File: config.mk
export PLATFORM = sky130hd
export DESIGN_NAME = sort_8x8b_packer
export DESIGN_NICKNAME = d
export VERILOG_FILES = /design/src/rtl/sort_pkg.sv /design/src/rtl/sort_frame_buf.sv /design/src/rtl/sort_8x8b_packer.sv
export SDC_FILE = /design/constraint.sdc
export NUM_CORES = 1
export LEC_CHECK = 0
export ABC_CLOCK_PERIOD_IN_PS = 2180
export BUFFER_PORTS_ARGS = -buffer_cell sky130_fd_sc_hd__buf_2
export CAP_MARGIN = 20
export CORE_MARGIN = 4
export CORE_UTILIZATION = 40
export CTS_CLUSTER_DIAMETER = 100
export DETAILED_ROUTE_END_ITERATION = 10
export HOLD_SLACK_MARGIN = 0.05
export PLACE_DENSITY = 0.62
export SLEW_MARGIN = 20
export SYNTH_ARGS = -nofsm -noshare
export SYNTH_HDL_FRONTEND = slang
export SYNTH_HIERARCHICAL = 1
export SYNTH_SLANG_ARGS = --single-unit
File: constraint.sdc
create_clock -name clk -period 2.18 [get_ports clk]
set_input_delay 0.654 -clock clk [delete_from_list [all_inputs] [get_ports clk]]
set_output_delay 0.654 -clock clk [all_outputs]
set_load 0.03 [all_outputs]
File: src/rtl/sort_pkg.sv
// Shared types and sizing for the 8x8-bit sort pipeline (packer and sorter stages).
package sort_pkg;

  localparam int unsigned LANES      = 8;
  localparam int unsigned LANE_W     = 8;
  localparam int unsigned DATA_W     = LANES * LANE_W;
  localparam int unsigned CNT_W      = 4;
  localparam int unsigned LANE_IDX_W = $clog2(LANES);

  typedef enum logic {
    ST_FILL = 1'b0,
    ST_HOLD = 1'b1
  } pack_state_e;

  typedef logic [LANE_IDX_W-1:0] lane_idx_t;

  typedef struct packed {
    logic [CNT_W-1:0]  count;
    logic [DATA_W-1:0] data;
  } frame_t;

endpackage

File: src/rtl/sort_frame_buf.sv
// Output frame register with valid/ready hold; accepts a push whenever the slot is free.
module sort_frame_buf
  import sort_pkg::*;
(
  input  logic   clk,
  input  logic   rst_n,
  input  logic   push_valid,
  input  frame_t push_frame,
  output logic   slot_free_c,
  input  logic   out_ready,
  output logic   out_valid,
  output frame_t out_frame
);

  logic   valid_q, valid_d;
  frame_t frame_q, frame_d;

  // Slot is usable if empty or being drained on this edge.
  assign slot_free_c = !valid_q || out_ready;

  always_comb begin
    valid_d = valid_q;
    frame_d = frame_q;
    if (push_valid) begin
      valid_d = 1'b1;
      frame_d = push_frame;
    end else if (valid_q && out_ready) begin
      valid_d = 1'b0;
    end
  end

  always_ff @(posedge clk or negedge rst_n) begin
    if (!rst_n) begin
      valid_q <= 1'b0;
      frame_q <= '0;
    end else begin
      valid_q <= valid_d;
      frame_q <= frame_d;
    end
  end

  assign out_valid = valid_q;
  assign out_frame = frame_q;

endmodule

File: src/rtl/sort_8x8b_packer.sv
// Packs a byte stream into padded 8-lane frames for the 8x8-bit sorter; fill buffer plus output register.
module sort_8x8b_packer
  import sort_pkg::*;
#(
  parameter logic [LANE_W-1:0] PAD_BYTE = 8'h00
) (
  input  logic              clk,
  input  logic              rst_n,
  input  logic              in_valid,
  output logic              in_ready,
  input  logic [LANE_W-1:0] in_data,
  input  logic              in_last,
  output logic              out_valid,
  input  logic              out_ready,
  output logic [DATA_W-1:0] out_data,
  output logic [CNT_W-1:0]  out_count
);

  pack_state_e       state_q, state_d;
  logic [CNT_W-1:0]  count_q, count_d;
  logic [DATA_W-1:0] fill_q, fill_d;
  logic              in_ready_q, in_ready_d;

  logic              accept_c;
  logic              close_c;
  lane_idx_t         lane_c;
  logic [CNT_W-1:0]  close_count_c;
  logic [DATA_W-1:0] asm_c;
  logic              push_valid_c;
  frame_t            push_frame_c;
  logic              slot_free_c;
  frame_t            ob_frame;

  assign accept_c      = in_valid && in_ready_q;
  assign lane_c        = count_q[LANE_IDX_W-1:0];
  assign close_count_c = count_q + CNT_W'(1);
  assign close_c       = in_last || (count_q == CNT_W'(LANES - 1));

  // Fill buffer with the incoming byte in its lane; lanes above it are padded.
  always_comb begin
    asm_c = '0;
    for (int unsigned i = 0; i < LANES; i++) begin
      if (i < 32'(lane_c)) begin
        asm_c[i*LANE_W +: LANE_W] = fill_q[i*LANE_W +: LANE_W];
      end else if (i == 32'(lane_c)) begin
        asm_c[i*LANE_W +: LANE_W] = in_data;
      end else begin
        asm_c[i*LANE_W +: LANE_W] = PAD_BYTE;
      end
    end
  end

  always_comb begin
    state_d            = state_q;
    count_d            = count_q;
    fill_d             = fill_q;
    push_valid_c       = 1'b0;
    push_frame_c.count = close_count_c;
    push_frame_c.data  = asm_c;
    case (state_q)
      ST_FILL: begin
        if (accept_c) begin
          fill_d = asm_c;
          if (close_c) begin
            if (slot_free_c) begin
              push_valid_c = 1'b1;
              count_d      = '0;
            end else begin
              state_d = ST_HOLD;
              count_d = close_count_c;
            end
          end else begin
            count_d = close_count_c;
          end
        end
      end
      ST_HOLD: begin
        // Output register is full here, so a free slot means a frame handshake.
        push_frame_c.count = count_q;
        push_frame_c.data  = fill_q;
        if (slot_free_c) begin
          push_valid_c = 1'b1;
          state_d      = ST_FILL;
          count_d      = '0;
        end
      end
      default: begin
        state_d = ST_FILL;
        count_d = '0;
      end
    endcase
    in_ready_d = (state_d == ST_FILL);
  end

  always_ff @(posedge clk or negedge rst_n) begin
    if (!rst_n) begin
      state_q    <= ST_FILL;
      count_q    <= '0;
      fill_q     <= '0;
      in_ready_q <= 1'b0;
    end else begin
      state_q    <= state_d;
      count_q    <= count_d;
      fill_q     <= fill_d;
      in_ready_q <= in_ready_d;
    end
  end

  sort_frame_buf u_frame_buf (
    .clk         (clk),
    .rst_n       (rst_n),
    .push_valid  (push_valid_c),
    .push_frame  (push_frame_c),
    .slot_free_c (slot_free_c),
    .out_ready   (out_ready),
    .out_valid   (out_valid),
    .out_frame   (ob_frame)
  );

  assign in_ready  = in_ready_q;
  assign out_data  = ob_frame.data;
  assign out_count = ob_frame.count;

endmodule

# == Word level (Yosys, flattened, before mapping) ==
# Index checks and enable logic that the tools add are counted.
# op_classes
addsub,1
multipliers,0
n_div,0
order_cmp,7
eq_ne,10
shifts,0
mux,31
bitwise_logic,2
reduce_logical,9
# op_table
cell,n
$mux 8,15
$mux 68,1
$mux 4,4
$eq 3x3->1 const A,4
$lt 3x3->1 const A,3
$mux 1,8
$pmux 4 s2,1
$eq 2x3->1 const A,2
$lt 1x3->1 const A,2
$lt 2x3->1 const A,2
$add 4x1->4 const B,1
$eq 4x3->1 const B,1
$pmux 1 s2,2
$reduce_and 2->1,2
$eq 1x3->1 const A,1
$logic_not 3->1,1
$logic_and 1x1->1,2
$logic_or 1x1->1,2
$ne 2x1->1 const B,1
$ne 2x2->1 const B,1
$not 1->1,2
$reduce_bool 2->1,1
$logic_not 1->1,1
# totals
ff_bits,139
latchBits,0
ram_bits,0
rom_bits,0
inputBits,13
out_inout_bits,70
mem_count,0

# == Depth between registers and ports, before layout ==
# Gate-level depths: netlist of the first run.
# depth
word_depth,7
mapped_depth,9

# == Modules after synthesis ==
# The synthesis of the first run kept the hierarchy.
# modules_own_cells
mod,n_inst,cells_each,area_per_inst_um2,seq_area_each_um2
sort_8x8b_packer,1,463,3893.7,1751.7
sort_frame_buf,1,147,2597.5,1726.7

# == Least setup slack after synthesis of the first run ==
# Ideal clock, no wire load.
# synth_timing
path_type,input to register
start,in in_valid
end,reg u_frame_buf.frame_q (netlist bit u_frame_buf/out_frame[53])
arrival_ns,2.070
required_ns,2.055
setup_slack_ns,-0.015
cell_stages,8
cell_sequence,nand2_1 clkbuf_1 o21bai_1 a21boi_0 buf_6 buf_6 buf_6 mux2_4
# synth_between
elab_chain_len,3
# synth_lines
item,line_no,source
start: declaration,sort_8x8b_packer.sv:9,"input logic in_valid,"
$logic_and 1x1->1,sort_8x8b_packer.sv:34,assign accept_c = in_valid && in_ready_q;
$mux 1,sort_8x8b_packer.sv:62,if (accept_c) begin
$pmux 1 s2,sort_8x8b_packer.sv:60,case (state_q)
net push_valid_c,sort_8x8b_packer.sv:29,logic push_valid_c;
end signal: assignment,sort_frame_buf.sv:38,frame_q <= frame_d;
end: declaration,sort_frame_buf.sv:16,"frame_t frame_q, frame_d;"
# The timed path passes the listed nets, and every way through them passes these cells.
# A chain may end at the register's enable or synchronous reset.

==> flow_summary.toml, run 1 <==
[logic_synthesis]
yosys.area.top_type = "dfrtp_1"
avgSynthCellArea_um2 = 10.6
ys.flop_type = "dfrtp_1"
yosysTopAreaCellShare_pct = 53.6
synth_seq_cells = 139
synth_area_leaders = "dfrtp_1 54%, mux2_2 10%, o21ai_0 9.5%"
yosysWarnings = 6
seq_area_frac_synth_pct = 53.6
synth-edff-count = 0
synthesis.nets = 627
synthArstFlopShare_pct = 100
ys_types = 39
synthCells = 610
syn_area_mm2 = 0.00649

[global_routing]
antenna_found_initial = 0
grt-ovfl-total = 0
grt_use_met1_pct = 24.9
grt_first_pass_wirelength_um = 26500
grt_max_degree = 47
grt_use_met2_pct = 28.9
grtUsageTotal_pct = 18.4
met3_usage_pct = 4.09
grt_pass1_vias = 5142
grt-busiest-layer = "met2"

[detailed_routing]
post_drt_wl_per_cell_um = 17.7
routed_via_density = 5.48
wl_um = 16100
drt_pass1_iterations = 7
first_iter_violations = 406
ant_nets = 0
num_vias = 5000
drc_errors = 0

[clock_tree]
ctsHtreeMaxLevel = 4
cts-root-buf = "clkbuf_16"
cts_sinks = 139
clock_latency_ps = 420
cts_hold_buf = 0
cts_buffers = 17
clk_path_buf_depth = 2
post_cts.repair.setup_buffers = 0
clk_pin_slew_ps = 60
tritoncts = "built"

[timing]
report.final.slew_viol_count = 0
finalHoldViolCount = 0
fin_crit_ps = 2030
rsz0062_at_grt = "false"
finalSetupViolations = 0
slew_headroom_pct = 58.3
fin_tns_setup_ps = 0
worstMarginPinSlew_ps = 626
clock.fmax_mhz = 494
min_period_over_period_pct = 92.9
finClkSkew_ps = 9.67

[power]
p_leak_uw = 0.00375
p_sw_uw = 2860
p_int_uw = 5490
p_total_uw = 8360
power_density_mw_per_mm2 = 1080
p_seq_share_pct = 38.8
combPwrFrac_pct = 28.6
ir_drop_mv = 0.554
swShare_pct = 34.3
power_frac_clock_pct = 32.6

[run_status]
status = "complete, no violations"

[placement]
place_area_mm2 = 0.00718
port_buffers = 82
place_hpwl_um = 10900
dp_cells = 882
place.gp.congestion = 0.805

[cells_and_area]
fin_util_pct = 48.7
layout-drive-gt1-share_pct = 30.2
diodes = 0
syn_to_final_growth_pct = 19.1
final_common_cell = "dfrtp_1"
multi_input_area_mm2 = 0.00277
seq_area_mm2 = 0.00348
final_net_count = 702
layout.cells.non_filler = 912
n_fill_cell = 1496
final_cell_area_mm2 = 0.00773
layout_common_cells = "139 x dfrtp_1, 123 x o21ai_0, 110 x nand2_1, 81 x buf_2, 60 x mux2_2"

[floorplanning]
dieArea_mm2 = 0.0183
core_mm2 = 0.0159
start_util_pct = 40.9
fp-row-count = 46
io_pins = 83
die_height_um = 135
dieWidth_um = 135

[min_path]
hold_path.class = "input port to async pin"

[worst_setup_path]
critPathTopFamily = "buffers and inverters"
crit_path_start_kind = "flop"
crit_buf_inv = 3
crit_path_max_incr_delay_ps = 350
worst_ep_required_time_ps = 2480
crit_arrival_ps = 2330
end_kind = "flop"
path_cells = "buf_4, inv_1, ha_1, nand2_1, nor3_2, buf_4, a22o_1, mux2_2"
cp_max_fo = 28
crit_type = "flop to flop"
cp_common_cell = "buf_4"
critPathSlowestCell = "dfrtp_1"

[flow_run]
drv_cap = 0
-- cell type report --
| cell class | instances | area share, % |
|---|---|---|
| clock buffers | 22 | 5.88 |
| clock inverters | 8 | 1.25 |
| inverters | 4 | 0.194 |
| multi-input cells | 417 | 35.8 |
| flip-flops and latches | 139 | 45.0 |
| well taps | 216 | 3.50 |
| repair buffers | 106 | 8.37 |
-- through the flow --
stage	hold WS, ps	setup slack [ps]
2_1_floorplan	358	7.86
3_3_place_gp	462	71.7
3_5_place_dp	470	45.3
4_1_cts	170	129
5_1_grt	201	56.5
6_report	173	155
-- worst paths after layout --
path                       depth (start not counted)       start                        end  slack (ps)
setup / recovery                                   8  count_q[0]  u_frame_buf/out_frame[35]         150
hold / removal                                     1       rst_n  u_frame_buf/out_frame[65]         170
setup reg to reg                                   8  count_q[0]  u_frame_buf/out_frame[35]         150
hold reg to reg                                    2  fill_q[59]                 fill_q[59]         480
max in group asynchronous                          2       rst_n  u_frame_buf/out_frame[34]        1400
min in group clk                                   2  fill_q[59]                 fill_q[59]         480
-- cell usage after synthesis (2+ instances only) --
master	number
a21o_1	2
inv_1	4
and3b_1	4
mux2_4	9
a22o_1	49
o31ai_1	10
mux2_2	60
clkbuf_1	32
nand3_1	10
buf_6	6
o21ai_1	8
buf_1	5
o21ai_0	123
or2_2	4
nand2b_1	2
ha_1	4
nand2_1	110
buf_2	7
nand4bb_1	2
dfrtp_1	139
a21oi_1	2
-- power by group through the flow --
stage          clock network (uW)  logic [uW]  registers (uW)
2_1_floorplan                   0        1210            3770
3_3_place_gp                    0        2310            3270
3_5_place_dp                    0        2390            3290
4_1_cts                      2790        2400            3250
5_1_grt                      2900        2620            3310
6_report                     2720        2390            3240
-- worst reg2reg max path, stage by stage (launching register included) --
cell and delay [ps]:
dfrtp_1 350, buf_4 320, inv_1 140, ha_1 230, nand2_1 140, nor3_2 50
buf_4 170, a22o_1 260, mux2_2 260
-- flip-flops by register name, summed over array words and instances (netlist names) --
name and count:
in_ready 1, state_q 1, count_q 4, u_frame_buf/out_valid 1
fill_q 64, u_frame_buf/out_frame 68
-- cells by family after synthesis --
logic type / synth area share (%)
buffers and inverters: 3.95
XOR/XNOR: 0.270
flip-flops: 53.6
adder cells (fa/ha/maj): 0.771
multiplexers: 12.6
AND/OR/NAND/NOR: 9.79
AO/OA/AOI/OAI: 19.0
-- routing by layer --
metal | wire length, um | share of wire [%]
met1 | 7230 | 45
met4 | 355 | 2.2
met3 | 885 | 5.5
met2 | 7630 | 47
met5 | 0 | 0
-- repair_timing --
item / CTS / global route
endpoints found under the hold margin: 0 / 0
endpoints found under the setup margin: 0 / 5
gates resized for setup: 0 / 1
No activity file was read; power rests on OpenSTA's default activity.
==> run 2: changes to the inputs <==
--- a/config.mk
+++ b/config.mk
@@ -17,5 +17,4 @@
 export SLEW_MARGIN = 20
 export SYNTH_ARGS = -nofsm -noshare
 export SYNTH_HDL_FRONTEND = slang
-export SYNTH_HIERARCHICAL = 1
 export SYNTH_SLANG_ARGS = --single-unit
==> run 2 against run 1 <==
Against the previous run: synthesized cell count up 12%; global-route usage up 1.3 points; setup slack worse by 8.2 ps; clock power up 6%; utilization down 0.076 points; count of clock-buffer cells in the layout up 4; non-clock buffer count up 2; first-iteration DRC count down 3.4%; combinational power up 18%; via count up 9.3%; cell area down 0.52%; critical path type unchanged; critical endpoint is now u_frame_buf.out_frame[7].
==> flow_summary.toml, run 2 <==
[clock_tree]
ctsHtreeMaxLevel = 4
ctsResizeCount = 0
cts_hold_buf = 0
cts_sinks = 139
cts-root-buf = "clkbuf_16"
clk_pin_slew_ps = 60
clock_latency_ps = 420
post_cts.repair.setup_buffers = 0
cts_buffers = 17
tritoncts = "built"
clk_path_buf_depth = 2

[logic_synthesis]
seq_area_frac_synth_pct = 54.2
synth-edff-count = 0
synthArstFlopShare_pct = 100
syn_area_mm2 = 0.00641
synthTopCellsByCount = "139 x dfrtp_1, 137 x nand2_1, 126 x o21ai_0"
yosysWarnings = 0
avgSynthCellArea_um2 = 9.35
yosys.area.top_type = "dfrtp_1"
yosysTopAreaCellShare_pct = 54.2
yosysMostFrequentCell = "dfrtp_1"
synthesis.nets = 703
synth_area_leaders = "dfrtp_1 54%, o21ai_0 9.8%, nand2_1 8.0%"
ys_types = 47
synthCells = 686
synth_seq_cells = 139
ys.flop_type = "dfrtp_1"

[floorplanning]
core_mm2 = 0.0158
dieWidth_um = 135
fp-row-count = 46
start_util_pct = 40.5
io_pins = 83
dieArea_mm2 = 0.0181
die_height_um = 135

[timing]
min_period_over_period_pct = 93.3
finClkSkew_ps = 7.91
report.final.slew_viol_count = 0
finalSetupViolations = 0
slew_headroom_pct = 62.2
rsz0062_at_grt = "false"
worstMarginPinSlew_ps = 566
clock.fmax_mhz = 492
fin_crit_ps = 2030
fin_tns_setup_ps = 0
finalHoldViolCount = 0

[cells_and_area]
fin_util_pct = 48.6
largest_reg_flops = 68
final_net_count = 775
syn_to_final_growth_pct = 19.9
layout-drive-gt1-share_pct = 19.6
layout_common_cells = "139 x dfrtp_1, 137 x nand2_1, 126 x o21ai_0, 81 x buf_2, 38 x nor2_1"
final_common_cell = "dfrtp_1"
diodes = 0

[detailed_routing]
wl_met1_um = 8180
first_iter_violations = 392
drt_pass1_iterations = 5
wl_um = 17300
num_vias = 5467
post_drt_wl_per_cell_um = 17.6
routed_via_density = 5.54
ant_nets = 0
wl_met2_um = 7720
highest_layer = "met4"
drc_errors = 0
wl_met3_um = 1010

[power]
combPwrFrac_pct = 30.7
p_seq_share_pct = 38.1
p_sw_uw = 3380
p_leak_uw = 0.00349
power_density_mw_per_mm2 = 1200
swShare_pct = 36.8
power_frac_clock_pct = 31.2
p_int_uw = 5820
ir_drop_mv = 0.723

[worst_setup_path]
crit_path_start_kind = "flop"
path_cells = "ha_1, and3b_1, o21ai_2, buf_4, nor3_1, a221o_1"
rr_endpoint = "u_frame_buf.out_frame[7]"
crit_type = "flop to flop"
r2r_cells = 6
cp_max_fo = 8
r2r_slack_ps = 150
crit_path_max_incr_delay_ps = 430
rr_startpoint = "count_q[0]"
crit_arrival_ps = 2340
critPathSlowestCell = "o21ai_2"
worst_ep_required_time_ps = 2480
end_kind = "flop"

[global_routing]
grt_first_pass_wirelength_um = 28300
grtUsageTotal_pct = 19.7
antenna_found_initial = 0
grt_pass1_vias = 5294
grt-ovfl-total = 0
grt_max_degree = 69

[placement]
place_hpwl_um = 12000
port_buffers = 82
place.gp.congestion = 0.885

[min_path]
hold_path.class = "input port to async pin"

[run_status]
status = "complete, no violations"

[flow_run]
drv_cap = 0
## run 2: changes by cell type after synthesis, sizes merged, moves of 16 or more
cell,previous run,this run
a21oi,2,34
buf,18,34
nand2,110,137
nor2,1,38
a22o,49,8
mux2,69,0
a22oi,0,20
a221o,0,20
## run 2: worst max path at each step
stage                           endpoint        from  slack, ps  cells after the start
2_1_floorplan   u_frame_buf.out_frame[0]  count_q[0]        240                      9
3_3_place_gp   u_frame_buf.out_frame[12]   out_ready         80                      6
3_5_place_dp   u_frame_buf.out_frame[15]   out_ready         40                      6
4_1_cts         u_frame_buf.out_frame[7]  count_q[0]        150                      6
5_1_grt         u_frame_buf.out_frame[7]  count_q[0]         40                      6
6_report        u_frame_buf.out_frame[7]  count_q[0]        150                      6
## run 2: logic make-up (layout without fill, tap and decap cells)
family / count (synthesis) / in the layout / synth area share (%)
adders and majority gates: 4 / 4 / 0.780
DFF: 139 / 139 / 54.2
buffers and inverters: 62 / 146 / 4.49
and+or+nand+nor: 239 / 239 / 16.8
AOI/OAI and AO/OA: 242 / 242 / 23.7
## run 2: worst max-delay path: cells and delay by family (launching register included)
family	cells	cell delay, ps
buf+inv	1	230
flops	1	390
compound gates	2	690
fa+ha+maj	1	250
simple gates	2	360
## run 2: routing by layer
metal | vias up | global-route usage [%]
met2 | 196 | 28.7
met3 | 28 | 3.99
li1 | 2582 | -
met4 | 0 | 7.81
met1 | 2661 | 28.8
met5 | - | 0
## run 2: cell type report
class                   instances  area [um2]
clock inverters                 5        82.6
inverters                       7        26.3
multi-input cells             485        2650
flip-flops and latches        139        3480
repair buffers                108         674
well taps                     216         270
fillers                      1512        8140
clock buffers                  26         509
## run 2: power groups by stage
stage / clock network, uW / logic, uW / registers [uW]
after floorplan: 0 / 1300 / 4130
after global placement: 0 / 2780 / 3530
after detailed placement: 0 / 2840 / 3540
after CTS: 2920 / 2850 / 3500
after global routing: 3030 / 3090 / 3580
final: 2870 / 2830 / 3510
## run 2: per-stage QoR
stage	hold slack [ps]	setup WS (ps)	area (um2)	std cells	total power, uW
6_report	168	147	7690	986	9200
5_1_grt	194	38.6	7690	986	9700
4_1_cts	177	148	7690	986	9280
3_5_place_dp	469	41.6	7100	955	6380
3_3_place_gp	462	77.3	7100	955	6320
2_1_floorplan	358	238	6410	686	5430
==> run 3: changes to the inputs <==
--- a/config.mk
+++ b/config.mk
@@ -5,6 +5,7 @@
 export SDC_FILE = /design/constraint.sdc
 export NUM_CORES = 1
 export LEC_CHECK = 0
+export ABC_AREA = 1
 export ABC_CLOCK_PERIOD_IN_PS = 2180
 export BUFFER_PORTS_ARGS = -buffer_cell sky130_fd_sc_hd__buf_2
 export CAP_MARGIN = 20
@@ -13,7 +14,7 @@
 export CTS_CLUSTER_DIAMETER = 100
 export DETAILED_ROUTE_END_ITERATION = 10
 export HOLD_SLACK_MARGIN = 0.05
-export PLACE_DENSITY = 0.62
+export PLACE_DENSITY = 0.61
 export SLEW_MARGIN = 20
 export SYNTH_ARGS = -nofsm -noshare
 export SYNTH_HDL_FRONTEND = slang
==> constraint.sdc (replaced) <==
create_clock -name clk -period 2.18 [get_ports clk]
set_input_delay 0.654 -clock clk [delete_from_list [all_inputs] [get_ports clk]]
set_output_delay 0.654 -clock clk [all_outputs]
set_load 0.005 [all_outputs]
==> run 3 against run 2 <==
Against the previous run: cell area increased by 9.4%; synthesized cell count increased by 48%; fmax increased by 12%; clock skew decreased by 2.3 ps; highest routed layer unchanged; critical path depth unchanged; critical path type unchanged; utilization decreased by 0.13 points; sequential cell count unchanged.
==> flow_summary.toml, run 3 <==
[run_status]
status = "complete, no violations"

[logic_synthesis]
yosys.area.top_type = "dfrtp_1"
yosysWarnings = 0
synth_fa_ha_area_share_pct = 0.706
synth_seq_cells = 139
synthCells = 1018
synthArstFlopShare_pct = 100
ys_types = 20
yosysMostFrequentCell = "nand2_1"
seq_area_frac_synth_pct = 49.1
avgSynthCellArea_um2 = 6.97
synth_xor_area_share_pct = 0.124
synthesis.nets = 1035
synth-compound-area-share_pct = 1.80
synthTopCellsByCount = "661 x nand2_1, 139 x dfrtp_1, 79 x nand3_1"
syn_area_mm2 = 0.00709
synth_area_leaders = "dfrtp_1 49%, nand2_1 35%, nand3_1 5.6%"
yosysTopAreaCellShare_pct = 49.1
ys.flop_type = "dfrtp_1"
synth_top_family_by_area = "simple AND/OR/NAND/NOR gates"
synthSimpleGateAreaFrac_pct = 42.2
synthMuxAreaShare_pct = 0
synth-edff-count = 0

[power]
ir_drop_mv = 0.665
p_leak_uw = 0.00500
p_total_uw = 8370
power_density_mw_per_mm2 = 995

[floorplanning]
dieWidth_um = 141
die_height_um = 141
dieArea_mm2 = 0.0199
core_mm2 = 0.0174
start_util_pct = 40.9
io_pins = 83
fp-row-count = 48

[clock_tree]
ctsResizeCount = 0
clk_path_buf_depth = 2
cts_buffers = 17
cts_hold_buf = 0
clk_pin_slew_ps = 60
ctsHtreeMaxLevel = 4
cts-root-buf = "clkbuf_16"
cts_sinks = 139
tritoncts = "built"
post_cts.repair.setup_buffers = 0
clock_latency_ps = 420

[detailed_routing]
routed_via_density = 4.89
first_iter_violations = 553
wl_um = 18900
post_drt_wl_per_cell_um = 14.3
ant_nets = 0
drc_errors = 0
num_vias = 6456
drt_pass1_iterations = 7

[placement]
port_buffers = 82
place_hpwl_um = 12000
dp_cells = 1288
place.gp.congestion = 0.784

[worst_setup_path]
crit_type = "flop to flop"
crit_path_max_incr_delay_ps = 540
worst_ep_required_time_ps = 2540
cp_max_fo = 16
crit_path_start_kind = "flop"
crit_arrival_ps = 2180
r2r_cells = 6
rr_endpoint = "u_frame_buf.out_frame[59]"
setup.worst_path.start = "count_q[1]"
r2r_slack_ps = 370
crit_end = "u_frame_buf.out_frame[59]"
rr_startpoint = "count_q[1]"
end_kind = "flop"
path_cells = "ha_1, ha_1, nand3_1, o21ai_0, nand3_1, nand2_1"
critPathSlowestCell = "dfrtp_1"

[timing]
fin_tns_setup_ps = 0
holdWs_ps = 117
slew_headroom_pct = 64.2
report.final.slew_viol_count = 0
finClkSkew_ps = 5.58
worstMarginPinSlew_ps = 534
finalSetupViolations = 0
min_period_over_period_pct = 83.2
fin_crit_ps = 1810
finalHoldViolCount = 0
clock.fmax_mhz = 551
rsz0062_at_grt = "false"

[cells_and_area]
layout.cells.non_filler = 1320
layout-drive-gt1-share_pct = 13.8
final_common_cell = "nand2_1"
final_net_count = 1099
diodes = 0
layout_common_cells = "661 x nand2_1, 138 x dfrtp_1, 81 x buf_2, 79 x nand3_1, 26 x inv_1"
largest_reg_flops = 68
syn_to_final_growth_pct = 18.6

[global_routing]
grt-ovfl-total = 0
antenna_found_initial = 0
met3_usage_pct = 3.83
grt-busiest-layer = "met2"
grt_max_degree = 55
grt_first_pass_wirelength_um = 31400
grt_pass1_vias = 6234
grt_use_met1_pct = 26.8
grt_use_met2_pct = 31.4
grtUsageTotal_pct = 19.7

[min_path]
hold_path.class = "input port to async pin"

[flow_run]
drv_cap = 0
-- run 3: changes by cell type after synthesis, sizes merged, moves of 31 or more --
cell / change
a21oi: -33
nand2: +528
nand3: +59
nor2: -31
o21ai: -110
-- run 3: critical path, delay by kind of cell (launching register included) --
kind	cells	cell delay [ps]
AO/OA/AOI/OAI	1	140
adder cells (fa/ha/maj)	2	750
flip-flops	1	540
AND/OR/NAND/NOR	3	320
-- run 3: cell type report --
class                      instances  area [um2]
clock buffer                      21         470
sequential                       139        3480
timing repair buffer             109         694
fill                            1760        8950
clock inverter                    11         190
tap                              225         282
multi-input combinational        788        3190
inverter                          27         101
-- run 3: worst min-delay path by stage --
stage | from | depth (start not counted) | endpoint
6_report | rst_n | 1 | u_frame_buf.out_frame[30]
5_1_grt | rst_n | 1 | u_frame_buf.out_frame[29]
4_1_cts | rst_n | 1 | u_frame_buf.out_frame[30]
3_5_place_dp | u_frame_buf.out_frame[62] | 2 | u_frame_buf.out_frame[62]
3_3_place_gp | u_frame_buf.out_frame[62] | 2 | u_frame_buf.out_frame[62]
2_1_floorplan | rst_n | 0 | count_q[0]
-- run 3: logic make-up (layout without fill, tap and decap cells) --
| kind of cell | count (synthesis) | count (layout) |
|---|---|---|
| compound gates | 24 | 24 |
| flops | 139 | 139 |
| buf+inv | 91 | 168 |
| xor+xnor | 1 | 1 |
| simple gates | 759 | 759 |
| fa+ha+maj | 4 | 4 |
-- run 3: layer usage --
metal / up-vias / part of all wire (%)
met5: - / 0
met4: 0 / 2.1
met3: 35 / 5.3
met2: 153 / 47
met1: 3008 / 46
li1: 3260 / -
-- run 3: report_power, final --
part           leakage, uW  switching [uW]  total, uW  internal, uW
combinational      0.00279            1200       1850           648
clock             0.000311            1120       3240          2120
sequential         0.00190             285       3280          3000
-- run 3: per-stage QoR --
step	cell area, um2	worst slack [ps]	util [%]
after floorplan	7090	497	-
after global placement	7750	332	44.6
after detailed placement	7750	321	44.6
after CTS	8410	350	48.5
after global routing	8410	155	48.5
final	8410	365	48.5
